## config.mk

```make
export PLATFORM = sky130hd
export DESIGN_NAME = fifo_rr_drain
export DESIGN_NICKNAME = d
export VERILOG_FILES = /design/src/rtl/fifo_rr_drain.sv
export SDC_FILE = /design/constraint.sdc
export NUM_CORES = 1
export LEC_CHECK = 0
export CAP_MARGIN = 20
export CORE_AREA = 5 5 98 77
export CTS_BUF_LIST = sky130_fd_sc_hd__clkbuf_16
export DETAILED_ROUTE_END_ITERATION = 8
export DIE_AREA = 0 0 103 82
export PLACE_DENSITY_LB_ADDON = 0.05
export RECOVER_POWER = 50
export SLEW_MARGIN = 0
export SYNTH_ARGS = -nofsm -noshare
export SYNTH_HDL_FRONTEND = slang
export SYNTH_SLANG_ARGS = --single-unit
```

## constraint.sdc

```tcl
create_clock -name clk -period 8.9 [get_ports clk]
set_clock_uncertainty 0.05 [all_clocks]
set_input_delay 0.89 -clock clk [delete_from_list [all_inputs] [get_ports clk]]
set_output_delay 0.89 -clock clk [all_outputs]
set_load 0.02 [all_outputs]
```

## src/rtl/fifo_rr_drain.sv

```systemverilog
// Round-robin drain of N_CH synchronous FIFOs into one ready/valid stream.
// Grants one channel at a time for up to BURST_LEN reads, credit-limited by a 2-entry output buffer.
module fifo_rr_drain #(
  parameter int N_CH      = 4,
  parameter int DIN_WIDTH = 16,
  parameter int BURST_LEN = 8,
  localparam int CH_W     = (N_CH > 1) ? $clog2(N_CH) : 1
) (
  input  logic                      clk,
  input  logic                      rst,
  input  logic                      enable,
  input  logic [N_CH-1:0]           fifo_empty,
  output logic [N_CH-1:0]           fifo_read_req,
  input  logic [N_CH*DIN_WIDTH-1:0] fifo_rdata,
  input  logic [N_CH-1:0]           fifo_r_valid,
  output logic [DIN_WIDTH-1:0]      dout,
  output logic [CH_W-1:0]           dout_ch,
  output logic                      dout_last,
  output logic                      dout_valid,
  input  logic                      dout_ready
);

  localparam int CNT_W = $clog2(BURST_LEN + 1);

  typedef enum logic {IDLE, GRANT} state_t;

  state_t               state_q, state_d;
  logic [CH_W-1:0]      g_q, g_d;
  logic [CH_W-1:0]      ptr_q, ptr_d;
  logic [CNT_W-1:0]     cnt_q, cnt_d;
  logic                 infl_q, infl_d;
  logic [CH_W-1:0]      infl_ch_q, infl_ch_d;
  logic                 infl_last_q, infl_last_d;
  logic [DIN_WIDTH-1:0] buf_data_q [2];
  logic [DIN_WIDTH-1:0] buf_data_d [2];
  logic [CH_W-1:0]      buf_ch_q [2];
  logic [CH_W-1:0]      buf_ch_d [2];
  logic [1:0]           buf_last_q, buf_last_d;
  logic [1:0]           occ_q, occ_d;

  logic                 pop, wr, rd, credit_ok, found, wr_slot;
  logic [DIN_WIDTH-1:0] wr_data;

  assign pop       = (occ_q != 2'd0) & dout_ready;
  assign wr        = infl_q & fifo_r_valid[infl_ch_q];
  assign wr_data   = fifo_rdata[int'(infl_ch_q)*DIN_WIDTH +: DIN_WIDTH];
  // Words that will sit in the buffer after this cycle must leave room for one more return.
  assign credit_ok = ({1'b0, occ_q} + {2'b00, infl_q}) <= (3'd1 + {2'b00, pop});

  always_comb begin
    state_d       = state_q;
    g_d           = g_q;
    ptr_d         = ptr_q;
    cnt_d         = cnt_q;
    infl_d        = 1'b0;
    infl_ch_d     = infl_ch_q;
    infl_last_d   = infl_last_q;
    fifo_read_req = '0;
    rd            = 1'b0;
    found         = 1'b0;
    case (state_q)
      IDLE: begin
        if (enable) begin
          for (int k = 0; k < N_CH; k++) begin
            if (!found && !fifo_empty[(int'(ptr_q) + k) % N_CH]) begin
              found = 1'b1;
              g_d   = CH_W'((int'(ptr_q) + k) % N_CH);
            end
          end
        end
        if (found) begin
          state_d = GRANT;
          cnt_d   = '0;
        end
      end
      GRANT: begin
        rd = ~fifo_empty[g_q] & enable & credit_ok & (cnt_q < CNT_W'(BURST_LEN));
        fifo_read_req[g_q] = rd;
        if (rd) begin
          cnt_d       = cnt_q + 1'b1;
          infl_d      = 1'b1;
          infl_ch_d   = g_q;
          infl_last_d = (cnt_q == CNT_W'(BURST_LEN - 1));
        end
        if ((rd && (cnt_q == CNT_W'(BURST_LEN - 1))) || fifo_empty[g_q] || !enable) begin
          state_d = IDLE;
          ptr_d   = CH_W'((int'(g_q) + 1) % N_CH);
        end
      end
      default: state_d = IDLE;
    endcase
  end

  // Output buffer: entry 0 is the head; a pop shifts entry 1 forward.
  always_comb begin
    buf_data_d = buf_data_q;
    buf_ch_d   = buf_ch_q;
    buf_last_d = buf_last_q;
    if (pop) begin
      buf_data_d[0] = buf_data_q[1];
      buf_ch_d[0]   = buf_ch_q[1];
      buf_last_d[0] = buf_last_q[1];
    end
    wr_slot = !((occ_q == 2'd0) || ((occ_q == 2'd1) && pop));
    if (wr) begin
      buf_data_d[wr_slot] = wr_data;
      buf_ch_d[wr_slot]   = infl_ch_q;
      buf_last_d[wr_slot] = infl_last_q;
    end
    occ_d = occ_q + {1'b0, wr} - {1'b0, pop};
  end

  always_ff @(posedge clk or negedge rst) begin
    if (!rst) begin
      state_q     <= IDLE;
      g_q         <= '0;
      ptr_q       <= '0;
      cnt_q       <= '0;
      infl_q      <= 1'b0;
      infl_ch_q   <= '0;
      infl_last_q <= 1'b0;
      buf_data_q  <= '{default: '0};
      buf_ch_q    <= '{default: '0};
      buf_last_q  <= '0;
      occ_q       <= '0;
    end else begin
      state_q     <= state_d;
      g_q         <= g_d;
      ptr_q       <= ptr_d;
      cnt_q       <= cnt_d;
      infl_q      <= infl_d;
      infl_ch_q   <= infl_ch_d;
      infl_last_q <= infl_last_d;
      buf_data_q  <= buf_data_d;
      buf_ch_q    <= buf_ch_d;
      buf_last_q  <= buf_last_d;
      occ_q       <= occ_d;
    end
  end

  assign dout       = buf_data_q[0];
  assign dout_ch    = buf_ch_q[0];
  assign dout_last  = buf_last_q[0];
  assign dout_valid = (occ_q != 2'd0);

endmodule
```

==> results of run 1 <==
-- path summary, 6_finish.rpt --
| check | end | from | slack, ps | cells past startpoint |
|---|---|---|---|---|
| min reg2reg | buf_ch_q[0] | buf_ch_q[0] | 460 | 1 |
| max in group asynchronous | dout[15] | rst | 5650 | 2 |
| max reg2reg | infl_ch_q[0] | occ_q[1] | 5420 | 8 |
| min in group asynchronous | dout[10] | rst | 1540 | 2 |
| min | buf_ch_q[0] | buf_ch_q[0] | 460 | 1 |
| max | fifo_read_req[0] | dout_ready | 3500 | 9 |
-- metrics by stage --
step           hold WS, ps  power, mW  setup WS, ps  cell area (sq um)   util
2_1_floorplan          420      0.808          4870               3120      -
3_3_place_gp           438      0.941          3650               4010  0.610
3_5_place_dp           443      0.953          3500               4010  0.610
4_1_cts                459       1.14          3480               4150  0.631
5_1_grt                478       1.20          3250               4140  0.631
6_report               460       1.12          3500               4140  0.631
-- layout by cell type, fill, tap and decap left out, types with 2 or more instances in the layout --
master / Yosys / routed
nand2_1: 44 / 44
o21ai_0: 6 / 6
dlygate4sd3_1: 0 / 11
mux4_2: 18 / 18
and2_1: 4 / 4
clkinv_1: 0 / 2
nand2b_1: 2 / 2
inv_1: 11 / 11
mux2_4: 10 / 10
nand4_1: 4 / 4
a31oi_1: 19 / 19
clkdlybuf4s50_1: 0 / 87
o22ai_1: 3 / 3
mux2_2: 13 / 13
buf_4: 20 / 3
nor2_1: 21 / 21
mux2i_1: 3 / 3
dfrtp_1: 53 / 53
clkbuf_16: 0 / 5
xnor2_1: 3 / 3
ha_1: 9 / 9
and3_1: 2 / 2
-- flip-flops by register name, summed over array words and instances, names as in the netlist --
| register | count |
|---|---|
| buf_ch_q | 2 |
| buf_data_q | 16 |
| buf_last_q | 2 |
| cnt_q | 4 |
| dout | 16 |
| dout_ch | 2 |
| g_q | 2 |
| infl_ch_q | 2 |
| infl_last_q | 1 |
| infl_q | 1 |
| occ_q | 2 |
| ptr_q | 2 |
| state_q | 1 |
-- logic make-up after synthesis --
kind of cell,count (synthesis),share of synthesized area
simple gates,86,0.123
mux,44,0.234
xor+xnor,3,0.00841
fa+ha+maj,10,0.0425
compound gates,38,0.0793
flops,53,0.425
buf+inv,44,0.0881
-- report_power, final --
group          switching (mW)  internal [mW]  leakage, nW
Sequential             0.0823          0.338        0.682
Clock                  0.0860          0.102       0.0687
Combinational           0.233          0.281         1.05
Total                   0.401          0.721         1.80
-- per-layer routing --
metal / up-vias / track usage
met2: 59 / 0.270
li1: 1123 / -
met5: - / 0
met3: 7 / 0.0390
met4: 0 / 0.0349
met1: 1163 / 0.245
-- layout make-up --
type / count / area, sq um / area share
Clock inverter: 3 / 12.5 / 0.00302
Clock buffer: 5 / 125 / 0.0302
Multi-Input combinational cell: 181 / 1520 / 0.367
Tap cell: 84 / 105 / 0.0254
Timing Repair Buffer: 103 / 1010 / 0.244
Sequential cell: 53 / 1330 / 0.320
Inverter: 11 / 41.3 / 0.00996
==> metrics.csv, run 1 <==
stage;metric;value;unit
layout;finalNonFillerCells;440;
routing;firstDrtPassIters;4;
timing;max_freq;185;MHz
layout;layout.nets;441;
power_and_ir_drop;p_per_area;271;nW/um^2
clocking;clkLatencyLatePin;290;ps
floorplanning;design.core.area;6570;sq um
global_routing;gr-usage-all-layers;0.172;
status;violations;capacitance limit, slew limit;
timing;setup_viol;0;
clocking;clockBufferDepth;2;
clocking;h-tree-depth;2;
critical_path;required;7960;ps
synthesis;synthArstFlopShare;1.00;
timing;setup_tns;0;ps
global_routing;grt_max_degree;54;
place;numPortBuffers;99;
global_routing;grt_pass1_wl;11300;um
routing;via_count;2352;
floorplanning;die_w;103;um
routing;wl;7140;um
routing;drt-met1-wl;3320;um
floorplanning;start_util;0.475;
floorplanning;dieArea;8450;sq um
timing;max_slew_margin;-0.883;
critical_path;cp_common_cell;clkdlybuf4s50_1;
critical_path;crit_family;simple AND/OR/NAND/NOR gates;
critical_path;critPathSlowestCell;clkdlybuf4s50_1;
synthesis;synth_commonest_cells;dfrtp_1, nand2_1, nor2_1, buf_4, a31oi_1;
clocking;cts_tree;yes;
critical_path;cp.arrival;4460;ps
critical_path;start_kind;input pin;
global_routing;grt-ovfl-total;0;
synthesis;synth_seq_cells;53;
synthesis;synthFlopType;dfrtp_1;
global_routing;grt_pass1_vias;2308;
floorplanning;die_y;82;um
critical_path;cp-end-kind;primary output;
layout;fillers;553;
clocking;postCtsSetupRepairBufs;0;
place;hpwl;5190;um
clocking;cts.sinks;53;
timing;finalHoldViolations;0;
synthesis;synth_edf_count;0;
routing;wl_met2;3280;um
routing;vias_per_cell;5.35;
timing;rsz0062_at_grt;no;
min_path;hp-class;register to register;
clocking;cts_buffers;5;
timing;final.min_clock_period;5400;ps
layout;area_growth;32.7;%
synthesis;avgSynthCellArea;11.2;sq um
power_and_ir_drop;p_leak;1.80;nW
critical_path;path_max_fanout;16;
synthesis;yosys.area.top_type;dfrtp_1;
critical_path;crit_chain;clkdlybuf4s50_1, and2_0, buf_4, fa_1, or4b_1, o21ai_1, and3_1, and2_1, clkdlybuf4s50_1;
routing;drt_iter0_markers;92;
clocking;cts_hold_buf;0;
routing;met3WireLength;479;um
synthesis;synth_cell_types;42;
status;status;finished with violations;
critical_path;path_class;input pin to primary output;
routing;final_antenna_net_count;0;
synthesis;syn_inst;278;
critical_path;cpPeakStageDelay;600;ps
synthesis;synth_warnings;0;
routing;top_layer;met4;
routing;drc;0;
floorplanning;io_pins;100;
global_routing;grt_antenna_before_repair;0;
routing;wl_per_cell;16.2;um
place;gp_congestion;0.720;
layout;drive_above_1_share;0.149;
floorplanning;rows;26;
timing;slew_violations;54;
synthesis;syn-num-nets;364;
synthesis;synthesis.area;3120;sq um
layout;diodes;0;
power_and_ir_drop;ir_drop;0.132;mV
clocking;clkTransAtPathRegs;70;ps
clocking;cts_resized;0;
timing;tightest_slew;2820;ps
timing;finalCritPeriodShare;0.607;
synthesis;synth.area.top_cells;dfrtp_1, mux4_2, nand2_1;
flow_run;maxCapViolations;1;
place;place_inst;432;
critical_path;critPathBufInv;3;
synthesis;seq_area_frac_synth;0.425;
synthesis;synth_most_common_cell;dfrtp_1;
clocking;cts_root_buf;clkbuf_16;
synthesis;synth_top_cell_area_share;0.425;
(Power assumes the default switching activity.)
==> run 2: changes to the inputs <==
--- a/config.mk
+++ b/config.mk
@@ -6,10 +6,10 @@
 export NUM_CORES = 1
 export LEC_CHECK = 0
 export CAP_MARGIN = 20
-export CORE_AREA = 5 5 98 77
+export CORE_AREA = 5 5 101 79
 export CTS_BUF_LIST = sky130_fd_sc_hd__clkbuf_16
 export DETAILED_ROUTE_END_ITERATION = 8
-export DIE_AREA = 0 0 103 82
+export DIE_AREA = 0 0 106 84
 export PLACE_DENSITY_LB_ADDON = 0.05
 export RECOVER_POWER = 50
 export SLEW_MARGIN = 0
==> constraint.sdc (replaced) <==
create_clock -name clk -period 5.6 [get_ports clk]
set_clock_uncertainty 0.05 [all_clocks]
set_input_delay 0.56 -clock clk [delete_from_list [all_inputs] [get_ports clk]]
set_output_delay 0.56 -clock clk [all_outputs]
set_load 0.02 [all_outputs]
==> run 2 against run 1 <==
Effect of this change:
- the flow still finishes with violations (capacitance limit, slew limit)
- cell count up 0.91%
- setup slack worse by 2300 ps
- die area is 5.4% higher
- sequential share of layout area fell by 0.19 points
- final area up 0.60%
- clock power rose by 66%
- first-iteration DRC count shrank 36%
- critical path type unchanged
- via count about the same
- global-route usage down 0.94 points
- utilization shrank 3.7 points
==> metrics.csv, run 2 (synthesis results as in run 1) <==
stage;metric;value;unit
floorplanning;die_w;106;um
place;numPortBuffers;99;
routing;drt-met1-wl;3340;um
routing;drt_iter0_markers;59;
power_and_ir_drop;switching_share;0.356;
global_routing;grt_max_degree;54;
routing;met3WireLength;522;um
timing;final.min_clock_period;4370;ps
clocking;clockBufferDepth;2;
clocking;h-tree-depth;2;
power_and_ir_drop;p_int;1.16;mW
critical_path;path_class;input pin to primary output;
floorplanning;io_pins;100;
routing;via_count;2350;
clocking;postCtsSetupRepairBufs;0;
power_and_ir_drop;p_per_area;430;nW/um^2
timing;finalHoldViolations;0;
power_and_ir_drop;power_frac_seq;0.370;
floorplanning;start_util;0.444;
critical_path;path_max_fanout;10;
floorplanning;design.core.area;7030;sq um
floorplanning;dieArea;8900;sq um
global_routing;gr-usage-all-layers;0.162;
timing;finalCritPeriodShare;0.780;
min_path;hold_path.startpoint;cnt_q[0];
global_routing;grt_antenna_before_repair;0;
timing;setup_viol;0;
routing;firstDrtPassIters;4;
global_routing;grt_pass1_wl;11800;um
place;hpwl;5000;um
layout;area_growth;33.5;%
clocking;clkLatencyLatePin;290;ps
layout;layout_common_cells;clkdlybuf4s50_1, dfrtp_1, nand2_1;
routing;wl_met2;2990;um
critical_path;rr_endpoint;infl_ch_q[1];
critical_path;r2r_setup_slack;2410;ps
layout;post-route-util;0.593;
power_and_ir_drop;power.share.clock;0.174;
min_path;hp-class;register to register;
place;gp_congestion;0.811;
min_path;hold_end;cnt_q[0];
critical_path;start_kind;input pin;
power_and_ir_drop;p_comb_frac;0.456;
critical_path;startpoint;dout_ready;
routing;final_antenna_net_count;0;
global_routing;grt-ovfl-total;0;
critical_path;reg2reg_depth;7;
routing;wl;6930;um
routing;top_layer;met4;
layout;diodes;0;
clocking;cts_resized;0;
global_routing;grt_pass1_vias;2544;
routing;drc;0;
critical_path;r2r_start;occ_q[1];
status;status;finished with violations;
critical_path;cp.arrival;3760;ps
routing;vias_per_cell;5.29;
clocking;clkTransAtPathRegs;70;ps
power_and_ir_drop;p_leak;1.81;nW
min_path;min_path_cells;1;
clocking;cts_buffers;5;
routing;wl_per_cell;15.6;um
timing;max_slew_margin;-0.852;
power_and_ir_drop;switchingPower;0.638;mW
clocking;cts_root_buf;clkbuf_16;
floorplanning;die_y;84;um
layout;drive_above_1_share;0.157;
clocking;cts_hold_buf;0;
flow_run;maxCapViolations;1;
critical_path;required;4990;ps
timing;tightest_slew;2780;ps
status;violations;capacitance limit, slew limit;
timing;max_freq;229;MHz
layout;layout.nets;442;
clocking;cts.sinks;53;
layout;layout_commonest_cell;clkdlybuf4s50_1;
timing;setup_tns;0;ps
timing;slew_violations;54;
timing;rsz0062_at_grt;no;
power_and_ir_drop;ir_drop;0.173;mV
clocking;cts_tree;yes;
critical_path;cp-end-kind;primary output;
floorplanning;rows;27;
## run 2: metrics by stage
stage / std cells / setup slack (ps) / power, mW / hold WS, ps / cell area (sq um)
after CTS: 444 / 1200 / 1.84 / 373 / 4170
after global placement: 436 / 1280 / 1.50 / 437 / 4020
final: 444 / 1230 / 1.79 / 449 / 4170
after global routing: 444 / 1030 / 1.93 / 478 / 4170
after detailed placement: 436 / 1250 / 1.51 / 444 / 4020
after floorplan: 278 / 2090 / 1.28 / 214 / 3120
## run 2: worst max-delay path by stage
stage | end | cells past startpoint
after floorplan | fifo_read_req[0] | 9
final | fifo_read_req[1] | 8
after global placement | fifo_read_req[3] | 8
after detailed placement | fifo_read_req[0] | 8
after global routing | fifo_read_req[2] | 8
after CTS | fifo_read_req[2] | 8
## run 2: cell type report
class | count | area, sq um
well taps | 87 | 109
fillers | 624 | 2860
inverters | 11 | 41.3
flip-flops and latches | 53 | 1330
clock inverters | 3 | 26.3
clock buffers | 5 | 125
multi-input cells | 181 | 1520
repair buffers | 104 | 1020
## run 2: power groups by stage
stage	Sequential, mW	Combinational [mW]	Clock [mW]
floorplan	0.625	0.660	0
global placement	0.670	0.830	0
detailed placement	0.675	0.839	0
CTS	0.669	0.846	0.321
global route	0.692	0.904	0.335
finish	0.664	0.818	0.312
## run 2: routing by layer
| metal | vias to the layer above | GRT usage |
|---|---|---|
| li1 | 1133 | - |
| met4 | 0 | 0.0318 |
| met5 | - | 0 |
| met3 | 7 | 0.0557 |
| met2 | 74 | 0.260 |
| met1 | 1136 | 0.216 |
## run 2: worst max-delay path: stages
cell	delay, ps
clkdlybuf4s50_1	470
and2_0	280
fa_1	490
or4b_1	550
o21ai_1	180
and3_1	430
and2_1	190
clkdlybuf4s50_1	600
==> run 3: changes to the inputs <==
==> constraint.sdc (replaced) <==
create_clock -name clk -period 4.2 [get_ports clk]
set_clock_uncertainty 0.05 [all_clocks]
set_input_delay 0.42 -clock clk [delete_from_list [all_inputs] [get_ports clk]]
set_output_delay 0.42 -clock clk [all_outputs]
set_load 0.02 [all_outputs]
==> run 3 against run 2 <==
Effect of this change:
- die area stayed put
- the run still ends with capacitance limit, slew limit left
- highest routed layer unchanged
- power grew 38%
- combinational power up 39%
- final area is 1.0% higher
- non-clock buffer count increased by 3
- largest power group unchanged
==> metrics.csv, run 3 (synthesis results as in run 1) <==
stage;metric;value;unit
timing;tightest_slew;2840;ps
critical_path;critPathSlowestCell;clkdlybuf4s50_1;
clocking;clkLatencyLatePin;290;ps
layout;drive_above_1_share;0.164;
critical_path;cp.arrival;3510;ps
layout;diodes;0;
critical_path;crit_chain;or2_2, and2_0, fa_1, or4b_1, o21ai_1, and3_1, and2_1, clkdlybuf4s50_1;
timing;setup_viol;0;
floorplanning;die_w;106;um
floorplanning;die_y;84;um
timing;slew_violations;54;
global_routing;grt_max_degree;54;
global_routing;gr-usage-all-layers;0.172;
timing;rsz0062_at_grt;no;
clocking;cts.sinks;53;
clocking;cts_tree;yes;
global_routing;grt_antenna_before_repair;0;
power_and_ir_drop;ir_drop;0.256;mV
routing;via_count;2348;
routing;final_antenna_net_count;0;
place;place_inst;439;
floorplanning;rows;27;
timing;setup_tns;0;ps
floorplanning;design.core.area;7030;sq um
status;status;finished with violations;
routing;drt_iter0_markers;106;
timing;finalCritPeriodShare;0.947;
global_routing;grt_pass1_vias;2550;
layout;area_growth;34.9;%
timing;max_slew_margin;-0.892;
layout;finalNonFillerCells;447;
clocking;cts_root_buf;clkbuf_16;
timing;max_freq;251;MHz
status;violations;capacitance limit, slew limit;
routing;wl;7160;um
routing;firstDrtPassIters;4;
clocking;clockBufferDepth;2;
layout;post-route-util;0.599;
critical_path;path_class;register to primary output;
clocking;cts_buffers;5;
layout;layout_common_cells;clkdlybuf4s50_1, dfrtp_1, nand2_1;
floorplanning;dieArea;8900;sq um
flow_run;maxCapViolations;1;
place;gp_congestion;0.791;
power_and_ir_drop;p_per_area;586;nW/um^2
power_and_ir_drop;p_leak;1.83;nW
place;hpwl;5200;um
timing;finalHoldViolations;0;
clocking;h-tree-depth;2;
timing;whs;460;ps
clocking;cts_hold_buf;0;
critical_path;cpPeakStageDelay;600;ps
floorplanning;io_pins;100;
clocking;clkTransAtPathRegs;70;ps
critical_path;cp-end-kind;primary output;
routing;drc;0;
min_path;hp-class;register to register;
routing;vias_per_cell;5.25;
routing;wl_per_cell;16.0;um
global_routing;grt_pass1_wl;12400;um
global_routing;grt-ovfl-total;0;
place;numPortBuffers;99;
floorplanning;start_util;0.444;
clocking;cts_resized;0;
layout;layout.nets;445;
layout;layout_commonest_cell;clkdlybuf4s50_1;
critical_path;required;3730;ps
clocking;postCtsSetupRepairBufs;0;
timing;final.min_clock_period;3980;ps
critical_path;start_kind;register;
critical_path;path_max_fanout;5;
run 3: per-layer routing:
layer  up-vias  track usage  share of wire
met5         -            0              0
met1      1136        0.233           0.47
met3         5       0.0495          0.070
met2        74        0.277           0.45
li1       1133            -              -
met4         0       0.0365         0.0075
run 3: cell type report:
type / count / area [sq um]
Timing Repair Buffer: 107 / 1040
Clock inverter: 3 / 46.3
Multi-Input combinational cell: 181 / 1520
Tap cell: 87 / 109
Clock buffer: 5 / 125
Fill cell: 621 / 2820
Inverter: 11 / 41.3
Sequential cell: 53 / 1330
run 3: path summary, 6_finish.rpt:
path | startpoint | end | slack, ps | cells past startpoint
min reg2reg | buf_ch_q[0] | buf_ch_q[0] | 460 | 1
min | buf_ch_q[0] | buf_ch_q[0] | 460 | 1
max | occ_q[1] | fifo_read_req[0] | 220 | 8
max reg2reg | occ_q[1] | infl_ch_q[1] | 1050 | 8
max in group asynchronous | rst | buf_data_q[5] | 1410 | 2
min in group asynchronous | rst | dout[12] | 1080 | 2
run 3: stage by stage:
| step | area [sq um] | power [mW] | setup WS, ps |
|---|---|---|---|
| final | 4210 | 2.47 | 223 |
| after floorplan | 3120 | 1.71 | 829 |
| after global routing | 4210 | 2.65 | 3.16 |
| after detailed placement | 4040 | 2.03 | 381 |
| after global placement | 4040 | 2.01 | 412 |
| after CTS | 4220 | 2.52 | 208 |
run 3: power breakdown:
part           total (mW)  leakage [nW]  switching [mW]  internal [mW]
clock network       0.471        0.0800           0.189          0.282
logic                1.14          1.07           0.530          0.609
registers           0.858         0.682           0.141          0.717
total                2.47          1.83           0.859           1.61
run 3: worst max-delay path, delay by kind of cell, from the launching register on:
kind,cells,cell delay [ps]
AOI/OAI and AO/OA,1,190
adders and majority gates,1,490
buffers and inverters,1,600
DFF,1,420
and+or+nand+nor,5,1520
